### src/rtl/spi_pkg.sv
// Shared definitions for the SPI transmit scheduler: size defaults, FSM states
// and the {CKP,CPH} mode encoding.
package spi_pkg;

    localparam int DATA_W_DEF = 16;
    localparam int DEPTH_DEF  = 4;

    typedef enum logic [2:0] {
        ST_IDLE  = 3'd0,
        ST_LOAD  = 3'd1,
        ST_START = 3'd2,
        ST_WAIT  = 3'd3,
        ST_GAP   = 3'd4
    } state_e;

    // mode = {CKP, CPH}
    localparam logic [1:0] MODE_0 = 2'b00;
    localparam logic [1:0] MODE_1 = 2'b01;
    localparam logic [1:0] MODE_2 = 2'b10;
    localparam logic [1:0] MODE_3 = 2'b11;

    function automatic logic [1:0] mode_of(input logic ckp, input logic cph);
        return {ckp, cph};
    endfunction

endpackage

### src/rtl/spi_sync_fifo.sv
// Single-clock circular FIFO: push/pop with occupancy count, head word always
// visible on dout_o.
module spi_sync_fifo #(
    parameter int DATA_W = 16,
    parameter int DEPTH  = 4
) (
    input  logic                       clk,
    input  logic                       reset,
    input  logic                       push_i,
    input  logic [DATA_W-1:0]          din_i,
    input  logic                       pop_i,
    output logic [DATA_W-1:0]          dout_o,
    output logic [$clog2(DEPTH):0]     level_o
);

    localparam int PTR_W = $clog2(DEPTH);
    localparam int LVL_W = PTR_W + 1;

    logic [DATA_W-1:0] mem_q [DEPTH];
    logic [PTR_W-1:0]  wr_ptr_q, wr_ptr_d;
    logic [PTR_W-1:0]  rd_ptr_q, rd_ptr_d;
    logic [LVL_W-1:0]  level_q, level_d;
    logic              do_push, do_pop;

    // Overflow and underflow requests are dropped here, not just at the top.
    assign do_push = push_i && (level_q < LVL_W'(DEPTH));
    assign do_pop  = pop_i  && (level_q != '0);

    always_comb begin
        wr_ptr_d = wr_ptr_q;
        rd_ptr_d = rd_ptr_q;
        level_d  = level_q;
        if (do_push)
            wr_ptr_d = (wr_ptr_q == PTR_W'(DEPTH-1)) ? '0 : wr_ptr_q + 1'b1;
        if (do_pop)
            rd_ptr_d = (rd_ptr_q == PTR_W'(DEPTH-1)) ? '0 : rd_ptr_q + 1'b1;
        case ({do_push, do_pop})
            2'b10:   level_d = level_q + 1'b1;
            2'b01:   level_d = level_q - 1'b1;
            default: level_d = level_q;
        endcase
    end

    always_ff @(posedge clk) begin
        if (reset) begin
            wr_ptr_q <= '0;
            rd_ptr_q <= '0;
            level_q  <= '0;
        end else begin
            wr_ptr_q <= wr_ptr_d;
            rd_ptr_q <= rd_ptr_d;
            level_q  <= level_d;
        end
    end

    always_ff @(posedge clk) begin
        if (!reset && do_push)
            mem_q[wr_ptr_q] <= din_i;
    end

    assign dout_o  = mem_q[rd_ptr_q];
    assign level_o = level_q;

endmodule

### src/rtl/spi_tx_scheduler.sv
// Drains a word FIFO into an SPI master one frame at a time, latching the
// mode bits per frame, enforcing an inter-frame gap and a WAIT timeout.
module spi_tx_scheduler
    import spi_pkg::*;
#(
    parameter int DATA_W  = DATA_W_DEF,
    parameter int DEPTH   = DEPTH_DEF,
    parameter int GAP_CYC = 4,
    parameter int TIMEOUT = 1023
) (
    input  logic                   clk,
    input  logic                   reset,
    input  logic                   wr_valid,
    input  logic [DATA_W-1:0]      wr_data,
    output logic                   wr_ready,
    input  logic                   cfg_ckp,
    input  logic                   cfg_cph,
    output logic [DATA_W-1:0]      tx_data,
    output logic                   tx_start,
    output logic                   CKP,
    output logic                   CPH,
    input  logic                   tx_done,
    output logic [$clog2(DEPTH):0] level,
    output logic                   timeout_err
);

    localparam int LVL_W = $clog2(DEPTH) + 1;
    localparam int TMO_W = $clog2(TIMEOUT + 1);
    localparam int GAP_W = $clog2(GAP_CYC + 1);

    state_e            state_q, state_d;
    logic [TMO_W-1:0]  tmo_cnt_q, tmo_cnt_d;
    logic [GAP_W-1:0]  gap_cnt_q, gap_cnt_d;
    logic [DATA_W-1:0] tx_data_q;
    logic [1:0]        mode_q;
    logic              tx_start_q;
    logic              err_q;
    logic              err_set;

    logic [DATA_W-1:0] fifo_head;
    logic [LVL_W-1:0]  fifo_level;
    logic              fifo_push, fifo_pop;

    assign wr_ready  = (fifo_level < LVL_W'(DEPTH));
    assign fifo_push = wr_valid && wr_ready;
    assign fifo_pop  = (state_q == ST_LOAD);

    spi_sync_fifo #(
        .DATA_W (DATA_W),
        .DEPTH  (DEPTH)
    ) u_fifo (
        .clk     (clk),
        .reset   (reset),
        .push_i  (fifo_push),
        .din_i   (wr_data),
        .pop_i   (fifo_pop),
        .dout_o  (fifo_head),
        .level_o (fifo_level)
    );

    always_comb begin
        state_d   = state_q;
        tmo_cnt_d = tmo_cnt_q;
        gap_cnt_d = gap_cnt_q;
        err_set   = 1'b0;
        case (state_q)
            ST_IDLE:  if (fifo_level != '0) state_d = ST_LOAD;
            ST_LOAD:  state_d = ST_START;
            ST_START: begin
                state_d   = ST_WAIT;
                tmo_cnt_d = '0;
            end
            // The counter value TIMEOUT-1 marks the TIMEOUT-th cycle spent here.
            ST_WAIT: begin
                if (tx_done) begin
                    state_d   = ST_GAP;
                    tmo_cnt_d = '0;
                end else if (tmo_cnt_q == TMO_W'(TIMEOUT - 1)) begin
                    state_d   = ST_GAP;
                    tmo_cnt_d = '0;
                    err_set   = 1'b1;
                end else begin
                    tmo_cnt_d = tmo_cnt_q + 1'b1;
                end
            end
            ST_GAP: begin
                if (gap_cnt_q == GAP_W'(GAP_CYC - 1)) begin
                    state_d   = ST_IDLE;
                    gap_cnt_d = '0;
                end else begin
                    gap_cnt_d = gap_cnt_q + 1'b1;
                end
            end
            default: state_d = ST_IDLE;
        endcase
    end

    always_ff @(posedge clk) begin
        if (reset) begin
            state_q    <= ST_IDLE;
            tmo_cnt_q  <= '0;
            gap_cnt_q  <= '0;
            tx_data_q  <= '0;
            mode_q     <= MODE_0;
            tx_start_q <= 1'b0;
            err_q      <= 1'b0;
        end else begin
            state_q    <= state_d;
            tmo_cnt_q  <= tmo_cnt_d;
            gap_cnt_q  <= gap_cnt_d;
            tx_start_q <= (state_d == ST_START);
            // Word and mode are captured together so they stay paired for the frame.
            if (state_q == ST_LOAD) begin
                tx_data_q <= fifo_head;
                mode_q    <= mode_of(cfg_ckp, cfg_cph);
            end
            if (err_set)
                err_q <= 1'b1;
        end
    end

    assign tx_data     = tx_data_q;
    assign tx_start    = tx_start_q;
    assign {CKP, CPH}  = mode_q;
    assign level       = fifo_level;
    assign timeout_err = err_q;

endmodule

### config.mk
export PLATFORM = sky130hd
export DESIGN_NAME = spi_tx_scheduler
export DESIGN_NICKNAME = d
export VERILOG_FILES = /design/src/rtl/spi_pkg.sv /design/src/rtl/spi_sync_fifo.sv /design/src/rtl/spi_tx_scheduler.sv
export SDC_FILE = /design/constraint.sdc
export NUM_CORES = 1
export LEC_CHECK = 0
export BUFFER_PORTS_ARGS = -buffer_cell sky130_fd_sc_hd__buf_4
export CAP_MARGIN = 15
export CORE_MARGIN = 3
export CORE_UTILIZATION = 47
export CTS_CLUSTER_DIAMETER = 40
export CTS_CLUSTER_SIZE = 16
export DETAILED_ROUTE_END_ITERATION = 12
export HOLD_SLACK_MARGIN = 0.02
export PLACE_DENSITY = 0.73
export SYNTH_ARGS = -nofsm -noshare
export SYNTH_HDL_FRONTEND = slang
export SYNTH_SLANG_ARGS = --single-unit
### constraint.sdc
create_clock -name clk -period 5.4 [get_ports clk]
set_input_delay 0.27 -clock clk [delete_from_list [all_inputs] [get_ports clk]]
set_output_delay 0.27 -clock clk [all_outputs]
set_load 0.03 [all_outputs]
==> qor.txt <==
Status: finished clean
Drt total wl: 7439 um
Crit path kind: reg -> reg
DP Area: 4603 um^2
Setup TNS Final: 0 ns
# DRC: 0
Root Buffer: clkbuf_8
Most common cell after layout, fill and taps aside: edfxtp_1
Vias per cell: 5.333
RSZ-0062 raised after global routing: false
PostCTS Resize Cnt: 0
Hold Path Stages: 1
CP max FO: 21
Number of core rows: 33
Seq/Total Area, Yosys: 66.49%
Total global-route track usage: 16.10%
Clk sink count: 107
Final Instance Area: 4796 um^2
Cells after Synth: 305
Critical path startpoint category: flop
Syn avg cell area: 13.72 um^2
# Post-CTS Setup Buffers: 0
Reg clk slew, reported paths: 0.11 ns
Share of cells above drive strength 1: 23.16%
CTS max path bufs: 2
Die H: 100.4 um
Fraction of registers with async set/reset: 0%
Max stage delay on crit path: 0.70 ns
Most frequent cells in the layout: 64 x edfxtp_1, 46 x buf_4, 44 x nand2_1
Final period util: 52.19%
Layout area overhead: 14.59%
Critical Path Slowest Stage Cell: or3b_1
Buf/Inv on CP: 1
Final setup fails: 0
Post-Syn Area: 4185 um^2
Router iterations before antenna repair: 4
EDFF count, synth: 64
Worst Setup End Kind: flop
Total power: 0.001905 W
Critical Path AT: 3.12 ns
Pleak: 1.667 nW
Layout Nets: 381
Least-Margin Pin Slew: 0.9091 ns
Die area: 10070 um^2
Total number of vias: 2448
Mean routed wirelength per cell: 16.21 um
Clock Latency Late Sink: 0.38 ns
Critical path's top delay family: simple AND/OR/NAND/NOR gates
Worst Reg-to-Reg Cells: 8
H-tree Lvls: 3
Min-delay worst type: in -> reg
Largest net degree at the start of global routing: 41
Routed Antenna Nets: 0
Initial antenna violation count: 0
CP Cell Sequence: or3b_1 -> nor2_1 -> ha_1 -> inv_1 -> fa_1 -> xor2_1 -> or3_1 -> a21oi_1
CTS tree: done
Clock Skew: 0.01078 ns
RePlAce Congestion: 0.7467
Core Area: 8423 um^2
Total gr overflow: 0
CTS Buf Count: 9
Peak supply drop: 0.2763 mV
RR Startpoint: state_q[0]$_SDFF_PP0_
Initial Utilization: 49.69%
Number of global-route vias before repair: 2501
Post-synthesis net count: 337
# diodes: 0
Fmax: 354.8 MHz
Minimum clock period: 2.818 ns
Slew HR: 39.31%
Main synth FF type: edfxtp_1
Hold bufs inserted after CTS: 0
Hold Crit Start: wr_data[6]
Yosys reg bits: 107
First-pass GRT wire length: 12300 um
Reg2reg end: u_fifo.level_o[2]$_SDFFE_PP0P_
1st-iter DRT viols: 82
Final Hold Viols: 0
Worst Path Required: 5.71 ns
Max-Cap Viols: 0
Die Width: 100.4 um
Slew Limit Fails: 0
Hold WS: 0.08070 ns
R2r setup slk: 2.58 ns
Cell variety after synth: 42
DPL Wire Length: 4832 um
I/O Pins: 46
Power Density: 397.1 nW/um^2
Hold worst-path end: u_fifo.mem_q[2][6]$_DFFE_PP_
Synthesis warning total: 0
Port Buffers: 45
End-of-flow core utilization: 56.94%
-- metrics by stage --
| stage | setup slack, ns | cells |
|---|---|---|
| 2_1_floorplan | 3.162 | 305 |
| 3_3_place_gp | 2.733 | 443 |
| 3_5_place_dp | 2.603 | 443 |
| 4_1_cts | 2.571 | 459 |
| 5_1_grt | 2.340 | 459 |
| 6_report | 2.582 | 459 |
-- cell usage after synthesis, types with 2 or more instances --
| cell type | number | share of area [%] |
|---|---|---|
| edfxtp_1 | 64 | 46 |
| nand2_1 | 44 | 3.9 |
| dfxtp_1 | 43 | 21 |
| a21oi_1 | 29 | 3.5 |
| nor2_1 | 19 | 1.7 |
| mux4_2 | 16 | 8.6 |
| ha_1 | 9 | 2.7 |
| inv_1 | 9 | 0.81 |
| xor2_1 | 7 | 1.5 |
| o21ai_0 | 6 | 0.72 |
| buf_2 | 5 | 0.60 |
| clkbuf_1 | 5 | 0.45 |
| nor3_1 | 5 | 0.60 |
| and2_1 | 4 | 0.60 |
| nand2b_1 | 4 | 0.60 |
| mux2i_1 | 3 | 0.72 |
| or3_1 | 3 | 0.45 |
| buf_1 | 2 | 0.18 |
| nand4_1 | 2 | 0.30 |
| nor2_2 | 2 | 0.30 |
| o31ai_1 | 2 | 0.36 |
| or3b_1 | 2 | 0.42 |
-- report_power, final --
part / switching, W / total (W) / internal, W
sequential: 0.0000529 / 0.000993 / 0.000941
clock: 0.000291 / 0.000473 / 0.000182
combinational: 0.000266 / 0.000438 / 0.000172
total: 0.000609 / 0.00190 / 0.00130
-- registers in the layout, summed over array words and instances, names as in the netlist --
name / flops
u_fifo.mem_q: 64
tx_data: 16
tmo_cnt_q: 10
gap_cnt_q: 3
state_q: 3
u_fifo.level_o: 3
mode_q: 2
u_fifo.rd_ptr_q: 2
u_fifo.wr_ptr_q: 2
timeout_err: 1
tx_start: 1
-- worst max path at each step --
stage	end	slack, ns	start	cells past startpoint
2_1_floorplan	u_fifo.level_o[2]$_SDFFE_PP0P_	3.16	state_q[1]$_SDFF_PP0_	9
3_3_place_gp	u_fifo.level_o[2]$_SDFFE_PP0P_	2.73	state_q[0]$_SDFF_PP0_	8
3_5_place_dp	u_fifo.level_o[2]$_SDFFE_PP0P_	2.60	state_q[0]$_SDFF_PP0_	8
4_1_cts	u_fifo.level_o[2]$_SDFFE_PP0P_	2.57	state_q[0]$_SDFF_PP0_	8
5_1_grt	u_fifo.level_o[2]$_SDFFE_PP0P_	2.34	state_q[0]$_SDFF_PP0_	8
6_report	u_fifo.level_o[2]$_SDFFE_PP0P_	2.58	state_q[0]$_SDFF_PP0_	8
-- layer usage --
metal  GRT usage, %  vias to the layer above  wire length, um
li1               -                     1194                -
met1          19.46                     1188             3130
met2          27.52                       53             3790
met3          5.559                       13              404
met4          4.352                        0              114
met5              0                        -                0
-- cell families (layout without fill, tap and decap cells) --
kind of cell	count (synthesis)	in the layout	synth area share [%]
flops	107	107	66.49
simple gates	96	96	11.48
compound gates	44	44	5.860
buf+inv	22	71	2.212
mux	19	19	9.327
fa+ha+maj	10	10	3.169
xor+xnor	7	7	1.465
-- cell type report --
| class | count | area (um^2) |
|---|---|---|
| fill | 707 | 3627 |
| sequential | 107 | 2783 |
| multi-input combinational | 176 | 1310 |
| timing repair buffer | 46 | 345.3 |
| tap | 105 | 131.4 |
| clock buffer | 10 | 127.6 |
| clock inverter | 6 | 65.06 |
| inverter | 9 | 33.78 |
(Power assumes the default switching activity.)
